$ cat config.mk
export PLATFORM = sky130hd
export DESIGN_NAME = queue_xfer_ctrl
export DESIGN_NICKNAME = d
export VERILOG_FILES = /design/src/rtl/queue_xfer_pkg.sv /design/src/rtl/queue_xfer_ctrl_rise_detect.sv /design/src/rtl/queue_xfer_ctrl.sv
export SDC_FILE = /design/constraint.sdc
export NUM_CORES = 1
export LEC_CHECK = 0
export CAP_MARGIN = 20
export CELL_PAD_IN_SITES_DETAIL_PLACEMENT = 0
export CELL_PAD_IN_SITES_GLOBAL_PLACEMENT = 1
export CORE_AREA = 3 3 66 68
export DETAILED_ROUTE_END_ITERATION = 16
export DIE_AREA = 0 0 69 71
export GPL_ROUTABILITY_DRIVEN = 0
export GPL_TIMING_DRIVEN = 1
export PLACE_DENSITY = 0.86
export SYNTH_ARGS = -nofsm -noshare
export SYNTH_HDL_FRONTEND = slang
export SYNTH_SLANG_ARGS = --single-unit
export TNS_END_PERCENT = 20
$ cat constraint.sdc
create_clock -name clock -period 5.7 [get_ports clock]
set_input_delay 1.14 -clock clock [delete_from_list [all_inputs] [get_ports clock]]
set_output_delay 1.14 -clock clock [all_outputs]
set_load 0.05 [all_outputs]
$ cat src/rtl/queue_xfer_pkg.sv
// Shared types and sizing helpers for the deserializer-to-queue transfer controller.
package queue_xfer_pkg;

    typedef enum logic [1:0] {
        IDLE = 2'd0,
        ENQ  = 2'd1,
        ACK  = 2'd2,
        DEQ  = 2'd3
    } xfer_state_t;

    localparam int DATA_W_DEF = 8;
    localparam int DEPTH_DEF  = 8;

    function automatic int cnt_w(input int depth);
        return $clog2(depth + 1);
    endfunction

endpackage

$ cat src/rtl/queue_xfer_ctrl_rise_detect.sv
// Single-register rising-edge detector; the history register clears on reset so a
// level already high when reset releases is reported as one fresh edge.
module rise_detect (
    input  logic clock,
    input  logic reset,
    input  logic sig,
    output logic rise
);

    logic prev;

    always_ff @(posedge clock) begin
        if (reset) begin
            prev <= 1'b0;
        end else begin
            prev <= sig;
        end
    end

    assign rise = sig & ~prev;

endmodule

$ cat src/rtl/queue_xfer_ctrl.sv
// Sequences deserializer bytes into the byte queue with a four-phase ready/ack
// handshake, arbitrates user dequeues and tracks occupancy locally.
module queue_xfer_ctrl
    import queue_xfer_pkg::*;
#(
    parameter int DEPTH       = DEPTH_DEF,
    parameter int DATA_W      = DATA_W_DEF,
    parameter int ACK_TIMEOUT = 1000
) (
    input  logic                      clock,
    input  logic                      reset,
    input  logic                      data_ready_in,
    input  logic [DATA_W-1:0]         data_in,
    output logic                      ack_out,
    output logic                      space_out,
    input  logic                      dequeue_req_in,
    output logic                      enqueue_out,
    output logic                      dequeue_out,
    output logic [DATA_W-1:0]         queue_data_out,
    output logic [cnt_w(DEPTH)-1:0]   count_out,
    output logic                      underflow_err,
    output logic                      timeout_err
);

    localparam int CW = cnt_w(DEPTH);
    localparam int TW = $clog2(ACK_TIMEOUT + 1);
    localparam logic [CW-1:0] FULL   = CW'(DEPTH);
    localparam logic [CW-1:0] ALMOST = CW'(DEPTH - 1);
    localparam logic [TW-1:0] T_LAST = TW'(ACK_TIMEOUT - 1);

    xfer_state_t       state;
    logic [DATA_W-1:0] data_reg;
    logic [CW-1:0]     count;
    logic              space;
    logic              pending;
    logic              rearm;
    logic              underflow;
    logic              timeout;
    logic [TW-1:0]     tcnt;
    logic              dq_rise;
    logic              enq_ok;
    logic              deq_ok;
    logic              pending_clr;
    logic              ack_expire;

    rise_detect u_rise_detect (
        .clock (clock),
        .reset (reset),
        .sig   (dequeue_req_in),
        .rise  (dq_rise)
    );

    // rearm blocks re-capture of a byte whose handshake timed out until ready drops
    assign enq_ok      = data_ready_in && !rearm && (count != FULL);
    assign deq_ok      = pending && (count != '0);
    assign pending_clr = (state == DEQ) || (state == IDLE && pending && count == '0);
    assign ack_expire  = (state == ACK) && data_ready_in && (tcnt == T_LAST);

    always_ff @(posedge clock) begin
        if (reset) begin
            state     <= IDLE;
            data_reg  <= '0;
            count     <= '0;
            space     <= 1'b1;
            pending   <= 1'b0;
            rearm     <= 1'b0;
            underflow <= 1'b0;
            timeout   <= 1'b0;
            tcnt      <= '0;
        end else begin
            pending <= pending_clr ? 1'b0 : (pending | dq_rise);

            if (ack_expire) begin
                rearm <= 1'b1;
            end else if (!data_ready_in) begin
                rearm <= 1'b0;
            end

            case (state)
                IDLE: begin
                    // near-full favours a dequeue so a waiting byte is not starved twice
                    if (pending && count == '0) begin
                        underflow <= 1'b1;
                    end else if (enq_ok && (!deq_ok || count != ALMOST)) begin
                        data_reg <= data_in;
                        state    <= ENQ;
                    end else if (deq_ok) begin
                        state <= DEQ;
                    end
                end
                ENQ: begin
                    count <= count + CW'(1);
                    space <= (count != ALMOST);
                    tcnt  <= '0;
                    state <= ACK;
                end
                ACK: begin
                    if (!data_ready_in) begin
                        state <= IDLE;
                    end else if (tcnt == T_LAST) begin
                        timeout <= 1'b1;
                        state   <= IDLE;
                    end else begin
                        tcnt <= tcnt + TW'(1);
                    end
                end
                DEQ: begin
                    count <= count - CW'(1);
                    space <= 1'b1;
                    state <= IDLE;
                end
            endcase
        end
    end

    assign ack_out        = (state == ACK);
    assign enqueue_out    = (state == ENQ);
    assign dequeue_out    = (state == DEQ);
    assign queue_data_out = (state == ENQ) ? data_reg : '0;
    assign count_out      = count;
    assign space_out      = space;
    assign underflow_err  = underflow;
    assign timeout_err    = timeout;

endmodule

* After elaboration in Yosys (flattened, before gate mapping)
Index checks and enable logic that the tools add are counted.
** Cells by class
- Multipliers :: 0
- Muxes and demuxes :: 14
- Reduce and logical (&&, ||, !) cells :: 24
- Div/mod/pow operators :: 0
- Shift operators :: 0
- $lt $le $gt $ge :: 0
- Equal/unequal tests :: 12
- Bitwise logic cells :: 4
- $add $sub $neg :: 3
** Operators with widths (number)
- 2-to-1 mux 10 bit :: 2
- case mux 10 bit (2 select lines) :: 1
- AND reduction 3 bit :: 4
- adder 10 x 1 -> 10 bit, second input constant :: 1
- equality test 10 bit, second input constant :: 1
- 2-to-1 mux 2 bit :: 5
- logical AND 1 bit :: 9
- 2-to-1 mux 8 bit :: 1
- case mux 2 bit (4 select lines) :: 1
- case mux 4 bit (2 select lines) :: 1
- inequality test 2 bit, second input constant :: 3
- inequality test 3 x 2 -> 1 bit, second input constant :: 2
- adder 4 x 1 -> 4 bit, second input constant :: 1
- equality test 2 bit, second input constant :: 2
- logical NOT 4 bit :: 1
- inequality test 4 x 3 -> 1 bit, second input constant :: 1
- inequality test 4 bit, second input constant :: 1
- nonzero test 2 bit :: 2
- nonzero test 4 bit :: 1
- subtractor 4 x 1 -> 4 bit, second input constant :: 1
- equality test 2 x 1 -> 1 bit, second input constant :: 1
- logical NOT 1 bit :: 2
- logical NOT 2 bit :: 1
- logical OR 1 bit :: 2
- 8 further kinds :: 10
** Storage, ports and cells
- Input bits :: 12
- Memory bits (read-only) :: 0
- RAM bits :: 0
- Output and inout port bits :: 18
- Bits in registers :: 30
- Logic and storage cells :: 67
- Bits in latches :: 0
- Memories kept :: 0

* Depth between registers and ports, before layout
Gate-level depths: netlist of the first run.
- Depth in word-level cells :: 8
- Gate-level depth with buffers :: 8
- Gate-level depth less buffers :: 7

* Modules after synthesis
Synthesis of the first run repeated with hierarchy kept, for this count alone.
** Unflattened totals
- Cells, all modules :: 178
- Area, all modules :: 1569.0 um2
** By module, submodules not included
- queue_xfer_ctrl :: instances 1, cells an instance 175, seq. area each 580.6 um2, area an instance 1521.5 um2
- rise_detect :: instances 1, cells an instance 3, seq. area each 20.0 um2, area an instance 47.5 um2

* Worst setup path before layout of the first run
Ideal clock, no wire load.
- Kind :: register to output
- From :: reg state[1]
- To :: out queue_data_out[0]
- Cell stages (with the launch flop) :: 6
- Path buffers :: 2
- Arrival time :: 1643 ps
- Required time :: 4560 ps
- Path slack :: 2917 ps
- Path through :: dfxtp_1 -> buf_4 -> nand2b_1 -> buf_2 -> inv_1 -> and2_1
** Between the ends
- Cells in the longest elaborated chain, start to end :: 2
** Ends and longest elaborated chain
- start, declared :: line queue_xfer_ctrl.sv:31 : xfer_state_t state;
- start signal, assigned :: line queue_xfer_ctrl.sv:61 : state <= IDLE;
- start signal, assigned :: line queue_xfer_ctrl.sv:86 : state <= ENQ;
- start signal, assigned :: line queue_xfer_ctrl.sv:88 : state <= DEQ;
- equality test 2 x 1 -> 1 bit
- named net enqueue_out :: line queue_xfer_ctrl.sv:17 : output logic enqueue_out,
- 2-to-1 mux 8 bit :: line queue_xfer_ctrl.sv:119 : assign queue_data_out = (state == ENQ) ? data_reg : '0;
- end, declared :: line queue_xfer_ctrl.sv:19 : output logic [DATA_W-1:0] queue_data_out,
The timed path passes the listed nets, and every way through them passes these cells.

* Final worst setup path of the first run
- From :: reg state[0]
- To :: out queue_data_out[1]
** Between the ends
- Cells in the longest elaborated chain, start to end :: 2
** Ends and longest elaborated chain (line)
- equality test 2 x 1 -> 1 bit :: queue_xfer_ctrl.sv:119
- 2-to-1 mux 8 bit :: queue_xfer_ctrl.sv:119
Every way passes these cells.

==> impl_summary.md, run 1 <==
Timing
The final number of hold-violating endpoints is 0. Summed over all failing endpoints, the final setup total negative slack is 0 ns. The final critical-path required period is 3.657 ns. Setup repair after global routing left no endpoint under its margin. The total count of max-transition violations in the final report came to 0.

Derived from the worst setup path, the maximum achievable clock frequency is 273.5 MHz. The worst slew slack as a fraction of its limit is 0.4834. On the final layout, the worst clock skew is 0.009773 ns. The transition time at the pin with the least slew margin is 0.7725 ns. The final clock period utilization by the worst path is 0.6415. Setup violations remaining at the end of the flow were counted as 0.

Hold path
The startpoint identified for the worst hold timing path is data_reg[3]$_SDFFE_PP0P_. The instance count along the most critical hold path is 2. The sink of the worst hold path is data_reg[3]$_SDFFE_PP0P_. The path type of the worst min-delay path is flip-flop to flip-flop.

Final layout
The number of standard cells in the layout, taps in and fillers out is 254. Of the cells placed in the final design, the portion with a size suffix greater than 1 is 0.1127. The core occupancy in the finished layout is 0.5221.

The number of flip-flops in the largest register is 10. Leaving out fill and tap cells, the most frequent cell in the layout is sky130_fd_sc_hd__dfxtp_1. From synthesis to final layout, the design area changed by 27.98%. The number of antenna diodes in the final layout is 0. The total number of nets in the final design is 219. The fill cell instance count of the final layout is 359. The library cells used most frequently in the layout, excluding fill and tap cells, are 30 x sky130_fd_sc_hd__dfxtp_1, 29 x sky130_fd_sc_hd__clkdlybuf4s50_1, 21 x sky130_fd_sc_hd__nand2_1.

Summing all non-filler instances in the final layout gives an area of 2043 um2.

Floorplanning
The die covers 4899 um2. The number of placed I/O pins is 30. After floorplanning, the core was divided into 23 placement rows. The x dimension of the die is 69 um. The die boundary height is 71 um. The effective utilization at floorplan is 0.4079.

The core area is 3914 um2.

Global route
The total grt overflow is 0. The initial antenna violation count is 0. The first global-routing pass estimated 5947 um of wire. The global-route total usage across every layer is 0.1488. The via count of the first global-routing pass was 1320. The maximum number of pins on one net before global-route repair is 23.

Clock tree
The clock passes through at most 2 buffers. The tree built by TritonCTS fans out to 30 sinks. The post-CTS setup repair buffer count is 0.

The number of clock buffers added by TritonCTS is 5. Clock latency on the worst-skew pair, taken at its later pin, is 0.29 ns. The hold buffer count at CTS is 0. The TritonCTS clock tree is built. Clock-pin slew was measured on the worst setup and hold paths at 0.07 ns. The number of H-tree levels is 2. The root buffer cell is sky130_fd_sc_hd__clkbuf_8.

The count of cells resized by post-cts repair is 0.

Route
The pre-antenna-repair detailed-routing pass consisted of 4 iterations. The via total after detailed routing is 1365. The final layout contains routed wiring with a total length of 3468 um. After detailed routing, the average wire length per cell comes to 13.65 um. Using the TritonRoute via totals, the vias-per-cell ratio works out to 5.374. In the routed design, unresolved DRC markers number 0.

The count of nets left with antenna violations once routing finished came out at 0. The detailed router's first-iteration violation count is 94.

Logic synthesis
The synthesized area divided by synthesized cell count is 9.071 um2. The sequential-to-total area share from yosys stat is 0.3762. After synthesis the cells add up to 1597 um2. The most instantiated flip-flop cell in the synthesis netlist is sky130_fd_sc_hd__dfxtp_1. When the netlist entered floorplanning its net count stood at 192. The share of synthesized registers carrying an async set or reset is 0. The post-synthesis instance total is 176. Yosys mapped a number of flops with a built-in enable equal to 0. The total number of yosys warnings is 0. The netlist uses 48 different library cells. The flop and latch count out of synthesis is 30.

Power
The total power consumption of the routed design is 849.4 uW. IR analysis of the VDD net gives a maximum drop of 267.7 uV. Dividing total power by cell area gives a power density of 415.7 nW/um2. The leakage power total is 0.7753 nW.

Worst setup path
The critical path is of the flip-flop to primary output type. On the critical path, the stage with the largest delay is an instance of sky130_fd_sc_hd__clkdlybuf4s50_1. The length in cells of the worst reg-to-reg path is 7. STA classifies the critical path endpoint as a primary output. Traced cell by cell, the critical path runs through nand2b_1, inv_1, and2_1, clkdlybuf4s50_1.

The kind of cell with the highest combined delay on the critical path is buffers and inverters. Setup slack on the worst reg-to-reg path comes out at 3.37 ns. The combined buffer and inverter count along the critical path is 2. The reg-to-reg critical path endpoint is count_out[3]$_SDFFE_PP0P_. The worst path arrival time is 2.52 ns.

The kind of launch point of the worst setup path is a flip-flop. The startpoint identified for the worst register-to-register timing path is state[0]$_SDFFE_PP0P_. The required time at the endpoint of the critical path is 4.56 ns.

The maximum fanout count along the critical path is 14. For this run, the slowest stage of the critical path takes 0.80 ns.

Job
The count of maximum capacitance violations is 0.

Place
The number of placed instances with taps included is 246. The final HPWL from detailed placement is 2492 um. Summing all placed instances gives a cell area of 1901 um2. The count of buffers added on input and output ports is 29.

Status
The flow ran to the end, and the final reports show no timing, DRC or antenna violations.
worst min-delay path: stages, from the launching register on:
cell	delay, ns
sky130_fd_sc_hd__dfxtp_1	0.31
sky130_fd_sc_hd__nand2_1	0.05
sky130_fd_sc_hd__mux2i_1	0.05
worst max path at each step:
stage	slack (ns)	depth (start not counted)	startpoint	end
after floorplan	2.92	5	state[1]$_SDFFE_PP0P_	queue_data_out[0]
after global placement	2.44	4	state[0]$_SDFFE_PP0P_	queue_data_out[5]
after detailed placement	2.37	4	state[0]$_SDFFE_PP0P_	queue_data_out[1]
after CTS	2.05	4	state[0]$_SDFFE_PP0P_	queue_data_out[1]
after global routing	1.91	4	state[0]$_SDFFE_PP0P_	queue_data_out[1]
final	2.04	4	state[0]$_SDFFE_PP0P_	queue_data_out[1]
power breakdown:
group          internal (mW)  switching [mW]
registers              0.241          0.0446
logic                  0.115           0.178
clock network          0.186          0.0844
synth_stat cells, types with 2 or more instances:
cell type / n / area share
sky130_fd_sc_hd__a21oi_1: 12 / 0.038
sky130_fd_sc_hd__a31oi_1: 2 / 0.0078
sky130_fd_sc_hd__and2_1: 8 / 0.031
sky130_fd_sc_hd__buf_2: 3 / 0.0094
sky130_fd_sc_hd__clkbuf_1: 4 / 0.0094
sky130_fd_sc_hd__dfxtp_1: 30 / 0.38
sky130_fd_sc_hd__ha_1: 3 / 0.024
sky130_fd_sc_hd__inv_1: 9 / 0.021
sky130_fd_sc_hd__mux2i_1: 10 / 0.063
sky130_fd_sc_hd__nand2_1: 21 / 0.049
sky130_fd_sc_hd__nand2b_1: 2 / 0.0078
sky130_fd_sc_hd__nand3_1: 5 / 0.016
sky130_fd_sc_hd__nand4_1: 4 / 0.016
sky130_fd_sc_hd__nand4b_1: 3 / 0.016
sky130_fd_sc_hd__nor2_1: 8 / 0.019
sky130_fd_sc_hd__nor2b_1: 4 / 0.016
sky130_fd_sc_hd__nor3_1: 5 / 0.016
sky130_fd_sc_hd__nor3b_1: 2 / 0.0094
sky130_fd_sc_hd__nor4_1: 2 / 0.0078
sky130_fd_sc_hd__o211ai_1: 2 / 0.0094
sky130_fd_sc_hd__o311ai_0: 3 / 0.016
sky130_fd_sc_hd__o31ai_2: 2 / 0.016
sky130_fd_sc_hd__or3_1: 2 / 0.0078
sky130_fd_sc_hd__or4_1: 4 / 0.019
sky130_fd_sc_hd__or4_4: 2 / 0.014
sky130_fd_sc_hd__xnor2_1: 2 / 0.011
layer usage:
layer,track usage,up-vias,share of wire
li1,-,685,-
met1,0.1624,635,0.43
met2,0.2574,39,0.49
met3,0.04545,6,0.053
met4,0.08243,0,0.023
met5,0,-,0
per-stage QoR:
step,hold slack (ns),setup slack [ns]
after global routing,0.4795,1.914
after global placement,0.4390,2.436
after CTS,0.4605,2.045
final,0.4547,2.043
after floorplan,0.4301,2.917
after detailed placement,0.4505,2.370
layout make-up:
type / instances / area [um2] / area share
multi-input cells: 127 / 909.6 / 0.4452
repair buffers: 29 / 290.3 / 0.1421
inverters: 10 / 37.54 / 0.01837
clock buffers: 6 / 82.58 / 0.04042
well taps: 50 / 62.56 / 0.03062
flip-flops and latches: 30 / 600.6 / 0.2939
clock inverters: 2 / 60.06 / 0.02939
cell families after synthesis:
kind of cell / Yosys count / synth area share
compound gates: 32 / 0.1583
xor+xnor: 2 / 0.01097
fa+ha+maj: 4 / 0.03605
buf+inv: 19 / 0.05407
flops: 30 / 0.3762
mux: 11 / 0.06975
simple gates: 78 / 0.2947
Note: power is estimated with default switching activity, not from simulation.
==> run 2: changes to the inputs <==
--- a/config.mk
+++ b/config.mk
@@ -8,12 +8,12 @@
 export CAP_MARGIN = 20
 export CELL_PAD_IN_SITES_DETAIL_PLACEMENT = 0
 export CELL_PAD_IN_SITES_GLOBAL_PLACEMENT = 1
-export CORE_AREA = 3 3 66 68
+export CORE_AREA = 3 3 68 70
 export DETAILED_ROUTE_END_ITERATION = 16
-export DIE_AREA = 0 0 69 71
+export DIE_AREA = 0 0 71 73
 export GPL_ROUTABILITY_DRIVEN = 0
 export GPL_TIMING_DRIVEN = 1
-export PLACE_DENSITY = 0.86
+export PLACE_DENSITY = 0.82
 export SYNTH_ARGS = -nofsm -noshare
 export SYNTH_HDL_FRONTEND = slang
 export SYNTH_SLANG_ARGS = --single-unit
==> constraint.sdc (replaced) <==
create_clock -name clock -period 3.4 [get_ports clock]
set_input_delay 0.68 -clock clock [delete_from_list [all_inputs] [get_ports clock]]
set_output_delay 0.68 -clock clock [all_outputs]
set_load 0.05 [all_outputs]
==> run 2 against run 1 <==
  * Sequential share of layout area increased by 0.66 points
  * First-iteration DRC count down 48%
  * Die area up 5.8%
  * Highest routed layer unchanged
  * Register-to-register slack worse by 2.2 ns
  * Cell count did not move
  * Routed wire length is 0.20% higher
  * Setup slack worse by 1.5 ns
  * Hold slack worse by 0.00098 ns
==> impl_summary.md, run 2 (same netlist as run 1, synthesis figures left out) <==
Route
After detailed routing, the average wire length per cell comes to 13.68 um. In the routed design, unresolved DRC markers number 0. The routed via count divided by cell count is 5.366. In this run the remaining antenna-violating nets after routing total 0.

For this block, the via count after detailed routing is 1363. The detailed router's first-iteration violation count is 49. The routed design has 3475 um of wire.

The detailed-router iteration count before antenna repair is 4.

Worst setup path
The critical path starts at state[0]$_SDFFE_PP0P_. The worst-case register-to-register setup slack is 1.14 ns. Of all nets on the critical path, the largest fanout is 14. The reg-to-reg critical path endpoint is count_out[3]$_SDFFE_PP0P_. The number of cells on the worst reg-to-reg path is 7. The kind of end point of the critical path is a primary output. The worst setup path is launched from a flip-flop.

The required time at the endpoint of the critical path is 2.72 ns. The type of the worst setup path is flip-flop to primary output. The origin of the critical flop-to-flop path is state[0]$_SDFFE_PP0P_.

For the worst setup path, the data arrival time is 2.18 ns.

Timing
At the pin with the least slew margin, the transition time is 0.6600 ns. Measured against its own limit, the worst slew margin works out to 0.5595. Based on the critical path, the design can be clocked at up to 349.5 MHz. The total count of max-transition violations in the final report is 0. Adding up every negative setup slack in the final design gives 0 ns.

The final critical-path required period is 2.861 ns. Setup repair after global routing left no endpoint under its margin. The clock arrives with 0.004356 ns of skew.

Setup violations remaining at the end of the flow were counted as 0. The final clock period utilization by the worst path is 0.8415. The final number of hold-violating endpoints is 0.

Power
The leakage power total is 0.7563 nW. In this run the power density over the cells is 627.4 nW/um2. The worst-case IR drop observed on VDD is 420.3 uV.

Final layout
The library cell used most frequently in the layout, excluding fill and tap cells, is sky130_fd_sc_hd__dfxtp_1. The number of flip-flops in the largest register is 10. The share of cells above drive strength 1 is 0.1127.

The filler cells instantiated in the layout total 399. The final layout contains 221 nets. The area occupied by multi-input gates is 909.6 um2.

Leaving out fill and tap cells, the most frequent cells in the layout are 30 x sky130_fd_sc_hd__dfxtp_1, 29 x sky130_fd_sc_hd__clkdlybuf4s50_1, 21 x sky130_fd_sc_hd__nand2_1. The layout overhead on the synthesized area is 25.16%. The number of antenna diodes in the final layout is 0.

The number of standard cells in the layout, taps in and fillers out is 254. Summing all flip-flop and latch instances after layout gives 600.6 um2.

Status
The flow ran to the end, and the final reports show no timing, DRC or antenna violations.

Floorplanning
The effective utilization at floorplan is 0.3963. The x dimension of the die is 71 um. The die boundary height is 73 um.

The die outline area is 5183 um2. 30 I/O pins were placed. The site row count is 23. In this run the standard cell core region covers 4029 um2.

Clock tree
Clock latency on the worst-skew pair, taken at its later pin, is 0.28 ns. CTS saw 30 sinks. The number of clock buffers added by TritonCTS is 5. No sink is reached through more buffers than the 2 on the longest clock path. For this design, the CTS-stage hold fixing added 0 buffers. After clock tree synthesis, the clock-pin slew on the worst setup and hold paths is 0.06 ns. The number of H-tree levels is 2. The root buffer cell is sky130_fd_sc_hd__clkbuf_8.

TritonCTS built the clock tree. The count of cells resized by post-cts repair is 0. The post-CTS setup repair buffer count is 0.

Place
The final HPWL from detailed placement is 2558 um. Port buffering added 29 buffers. The number of placed instances, taps included, is 248.

Global route
The total grt overflow is 0. The via count of the first global-routing pass is 1315. The initial antenna violation count is 0. In the global route stage, overall resource usage came out at 0.1477.

The first-pass GRT wire length is 6051 um. The maximum number of pins on one net before global-route repair is 23.

Job
The count of maximum capacitance violations is 0.

Hold path
The path type of the worst min-delay path is flip-flop to flip-flop. The worst hold path startpoint is data_reg[6]$_SDFFE_PP0P_. For hold timing, the worst endpoint is data_reg[6]$_SDFFE_PP0P_. The instance count along the most critical hold path is 2.
-- run 2: changes by cell type in the layout (fill, tap and decap cells not counted), sizes merged --
| cell | change |
|---|---|
| buf | +2 |
| bufinv | -2 |
-- run 2: how the worst max path moves through the flow --
stage / end / slack (ns) / cells past startpoint
final: queue_data_out[4] / 0.54 / 4
after global routing: queue_data_out[4] / 0.34 / 4
after CTS: queue_data_out[4] / 0.49 / 4
after detailed placement: queue_data_out[4] / 0.80 / 4
after global placement: queue_data_out[0] / 0.87 / 4
after floorplan: count_out[3]$_SDFFE_PP0P_ / 1.04 / 8
-- run 2: report_power, final --
| part | internal [mW] | switching (mW) | total (mW) |
|---|---|---|---|
| clock network | 0.156 | 0.123 | 0.279 |
| registers | 0.404 | 0.0719 | 0.476 |
| logic | 0.198 | 0.300 | 0.498 |
-- run 2: per-stage QoR --
stage	area, um2	total power, mW	hold slack (ns)	utilization	setup slack [ns]
3_3_place_gp	1916	0.9772	0.4379	0.4755	0.8660
2_1_floorplan	1597	0.8641	0.4301	-	1.037
5_1_grt	1998	1.333	0.4768	0.4960	0.3423
4_1_cts	1998	1.273	0.4582	0.4960	0.4871
6_report	1998	1.254	0.4537	0.4960	0.5389
3_5_place_dp	1916	0.9897	0.4496	0.4755	0.7956
-- run 2: layout make-up --
class,count,share of cell area
inverter,10,0.01879
clock buffer,6,0.04133
multi-input combinational,127,0.4552
timing repair buffer,31,0.1528
tap,50,0.03131
sequential,30,0.3006
-- run 2: routing by layer --
metal,global-route usage,vias to the layer above,part of all wire
li1,-,689,-
met1,0.1738,649,0.45
met3,0.04683,4,0.032
met4,0.06263,0,0.012
met2,0.2482,21,0.50
met5,0,-,0
-- run 2: critical path, cell delays in order (launching register included) --
cell and delay, ns:
sky130_fd_sc_hd__dfxtp_1 0.60, sky130_fd_sc_hd__nand2b_1 0.13, sky130_fd_sc_hd__inv_1 0.22, sky130_fd_sc_hd__and2_1 0.16, sky130_fd_sc_hd__clkdlybuf4s50_1 0.80
==> run 3: changes to the inputs <==
--- a/config.mk
+++ b/config.mk
@@ -8,12 +8,12 @@
 export CAP_MARGIN = 20
 export CELL_PAD_IN_SITES_DETAIL_PLACEMENT = 0
 export CELL_PAD_IN_SITES_GLOBAL_PLACEMENT = 1
-export CORE_AREA = 3 3 68 70
+export CORE_AREA = 3 3 72 74
 export DETAILED_ROUTE_END_ITERATION = 16
-export DIE_AREA = 0 0 71 73
+export DIE_AREA = 0 0 75 77
 export GPL_ROUTABILITY_DRIVEN = 0
 export GPL_TIMING_DRIVEN = 1
-export PLACE_DENSITY = 0.82
+export PLACE_DENSITY = 0.77
 export SYNTH_ARGS = -nofsm -noshare
 export SYNTH_HDL_FRONTEND = slang
 export SYNTH_SLANG_ARGS = --single-unit
==> constraint.sdc (replaced) <==
create_clock -name clock -period 2.38 [get_ports clock]
set_input_delay 0.476 -clock clock [delete_from_list [all_inputs] [get_ports clock]]
set_output_delay 0.476 -clock clock [all_outputs]
set_load 0.05 [all_outputs]
==> run 3 against run 2 <==
  * Count of clock-buffer cells in the layout rose by 1
  * Global-route usage down 1.5 points
  * Non-clock buffer count is 4 higher
  * Hold slack lost 0.0014 ns
  * Critical path type unchanged
  * Largest power group unchanged
==> impl_summary.md, run 3 (same netlist as run 1, synthesis figures left out) <==
Timing
Dividing the final minimum period by the clock period gives 0.8682. After layout, the worst setup slack is 0.3136 ns. For the pin with the worst max-slew slack, the measured transition is 0.4998 ns. Between clock sinks in the finished design, the worst skew comes to 0.005817 ns.

Setup violations remaining at the end of the flow were counted as 0. The total count of max-transition violations in the final report was 0. The worst slew slack as a fraction of its limit is 0.6658. Timing would allow up to 483.9 MHz.

The final number of hold-violating endpoints is 0. Setup repair after global routing left no endpoint under its margin. The final critical-path required period is 2.066 ns. The total negative setup slack is 0 ns.

Global route
The via count of the first global-routing pass is 1335. Entering global routing, the biggest net connects 20 pins. The first global-routing pass estimated 6078 um of wire. The initial antenna violation count is 0.

The global-route total usage across every layer is 0.1326. The total overflow left after global routing is 0.

Worst setup path
The origin of the critical flop-to-flop path is state[1]$_SDFFE_PP0P_. Of all nets on the critical path, the largest fanout is 8. The type of the worst setup path is flip-flop to primary output.

The kind of end point of the critical path is a primary output. The required time at the endpoint of the critical path is 1.90 ns. The kind of cell with the highest combined delay along the critical path is buffers and inverters. STA puts the critical path data arrival time at 1.59 ns. The number of cells on the worst reg-to-reg path is 7. The most critical setup path has its startpoint at count_out[3]$_SDFFE_PP0P_. Together, buffers and inverters on the worst path number 1. For this design, the slowest cell found on the critical path is sky130_fd_sc_hd__clkdlybuf4s50_1.

The critical path ends at count_out[3]. STA classifies the critical path startpoint as a flip-flop. Across all register-to-register paths, the minimum setup slack is 0.47 ns. For this run, the slowest stage of the critical path takes 0.86 ns. The number of gates on the worst path with buffers counted is 1. The reg-to-reg critical path endpoint is count_out[3]$_SDFFE_PP0P_. Traced cell by cell, the critical path runs through clkdlybuf4s50_1.

Floorplanning
The core area is 4661 um2. The floorplan step set the die width to 75 um. Row generation in the floorplan step produced 25 rows. The die outline area is 5775 um2. For this configuration, the core starts out at a cell density of 0.3426.

The die boundary height is 77 um. The number of placed I/O pins is 30.

Status
The run finished with clean final reports.

Clock tree
The TritonCTS clock tree is built. The root buffer cell chosen for the clock tree is sky130_fd_sc_hd__clkbuf_8. The later pin in the worst-skew pair is clocked with a latency of 0.28 ns.

The clock passes through at most 2 buffers. CTS saw 30 sinks. The H-tree was split into 2 levels.

The total clock buffers created by CTS is 5. The count of cells resized by post-cts repair is 0. The number of setup buffers added after CTS is 0. After clock tree synthesis, the clock-pin slew on the worst setup and hold paths is 0.06 ns.

Hold repair after CTS inserted 0 buffers.

Final layout
Leaving out fill and tap cells, the most frequent cell in the layout is sky130_fd_sc_hd__dfxtp_1. 0 antenna diodes ended up in the layout. In the final layout, the share of cells above drive strength 1 is 0.1810. Leaving out fill and tap cells, the most frequent cells in the layout are 30 x sky130_fd_sc_hd__dfxtp_1, 21 x sky130_fd_sc_hd__nand2_1, 18 x sky130_fd_sc_hd__clkdlybuf4s50_1. After the last flow step, the layout net total stands at 225. The register with the most flip-flops in the layout has 10 of them. The fill cell instance count of the final layout is 445.

The finished cells cover 2142 um2. Measured on the finished design, the core utilization comes to 0.4596. The layout overhead on the synthesized area is 34.17%.

Route
The detailed router's first-iteration violation count is 63. The detailed-router iteration count before antenna repair is 4. The total wirelength of the detailed-routed design is 3387 um. In the routed design, unresolved DRC markers number 0. The number of antenna-violating nets in the routed design is 0. The final route contains 1343 vias. The routed via count divided by cell count is 5.087. Dividing the detail-routed wire length by the instance count gives 12.83 um.

Job
The tool flagged a number of max-cap violations equal to 0.

Place
The minimum setup slack after placement is 0.2882 ns. The wire-length estimate of the detail-placed layout is 2474 um. Buffers placed on the I/O ports in this run total 29. The placed standard-cell area is 2036 um2.

Power
Summed over all cells, the static leakage comes to 0.8327 nW. Across the VDD grid, the largest voltage drop is 497.3 uV. In this run the power density over the cells is 912.7 nW/um2.

Hold path
The path type of the worst min-delay path is flip-flop to flip-flop.
run 3: changes by cell type in the layout (fill, tap and decap cells not counted):
cell                              previous run  this run
sky130_fd_sc_hd__clkbuf_8                    6         5
sky130_fd_sc_hd__clkdlybuf4s50_1            29        18
sky130_fd_sc_hd__buf_4                       2         8
sky130_fd_sc_hd__clkbuf_1                    0         2
sky130_fd_sc_hd__buf_12                      0         9
sky130_fd_sc_hd__bufinv_16                   0         1
run 3: layout make-up:
class / instances / area (um2) / area share
Inverter: 10 / 37.54 / 0.01752
Clock inverter: 1 / 30.03 / 0.01402
Tap cell: 54 / 67.56 / 0.03154
Sequential cell: 30 / 600.6 / 0.2804
Clock buffer: 7 / 76.32 / 0.03563
Multi-Input combinational cell: 127 / 909.6 / 0.4247
Timing Repair Buffer: 35 / 420.4 / 0.1963
run 3: routing by layer:
metal / GRT usage / routed length, um
met5: 0 / 0
met4: 0.04270 / 42
met3: 0.03670 / 118
met2: 0.2099 / 1584
met1: 0.1712 / 1640
run 3: per-stage QoR:
stage | cells | power, mW | hold WS [ns]
after detailed placement | 256 | 1.482 | 0.4486
after global placement | 256 | 1.478 | 0.4384
after floorplan | 176 | 1.234 | 0.4301
after CTS | 264 | 1.980 | 0.4582
final | 264 | 1.955 | 0.4523
after global routing | 264 | 2.078 | 0.4816
run 3: where the power goes:
part	switching (mW)	leakage [nW]	internal, mW
clock	0.180	0.0524	0.313
combinational	0.480	0.536	0.342
sequential	0.0635	0.244	0.577
run 3: worst min path at each step:
stage	from	cells past startpoint	slack [ns]	end
4_1_cts	data_reg[0]$_SDFFE_PP0P_	2	0.46	data_reg[0]$_SDFFE_PP0P_
6_report	data_reg[0]$_SDFFE_PP0P_	2	0.45	data_reg[0]$_SDFFE_PP0P_
2_1_floorplan	data_reg[0]$_SDFFE_PP0P_	2	0.43	data_reg[0]$_SDFFE_PP0P_
3_3_place_gp	data_reg[2]$_SDFFE_PP0P_	2	0.44	data_reg[2]$_SDFFE_PP0P_
5_1_grt	data_reg[1]$_SDFFE_PP0P_	2	0.48	data_reg[1]$_SDFFE_PP0P_
3_5_place_dp	data_reg[6]$_SDFFE_PP0P_	2	0.45	data_reg[6]$_SDFFE_PP0P_
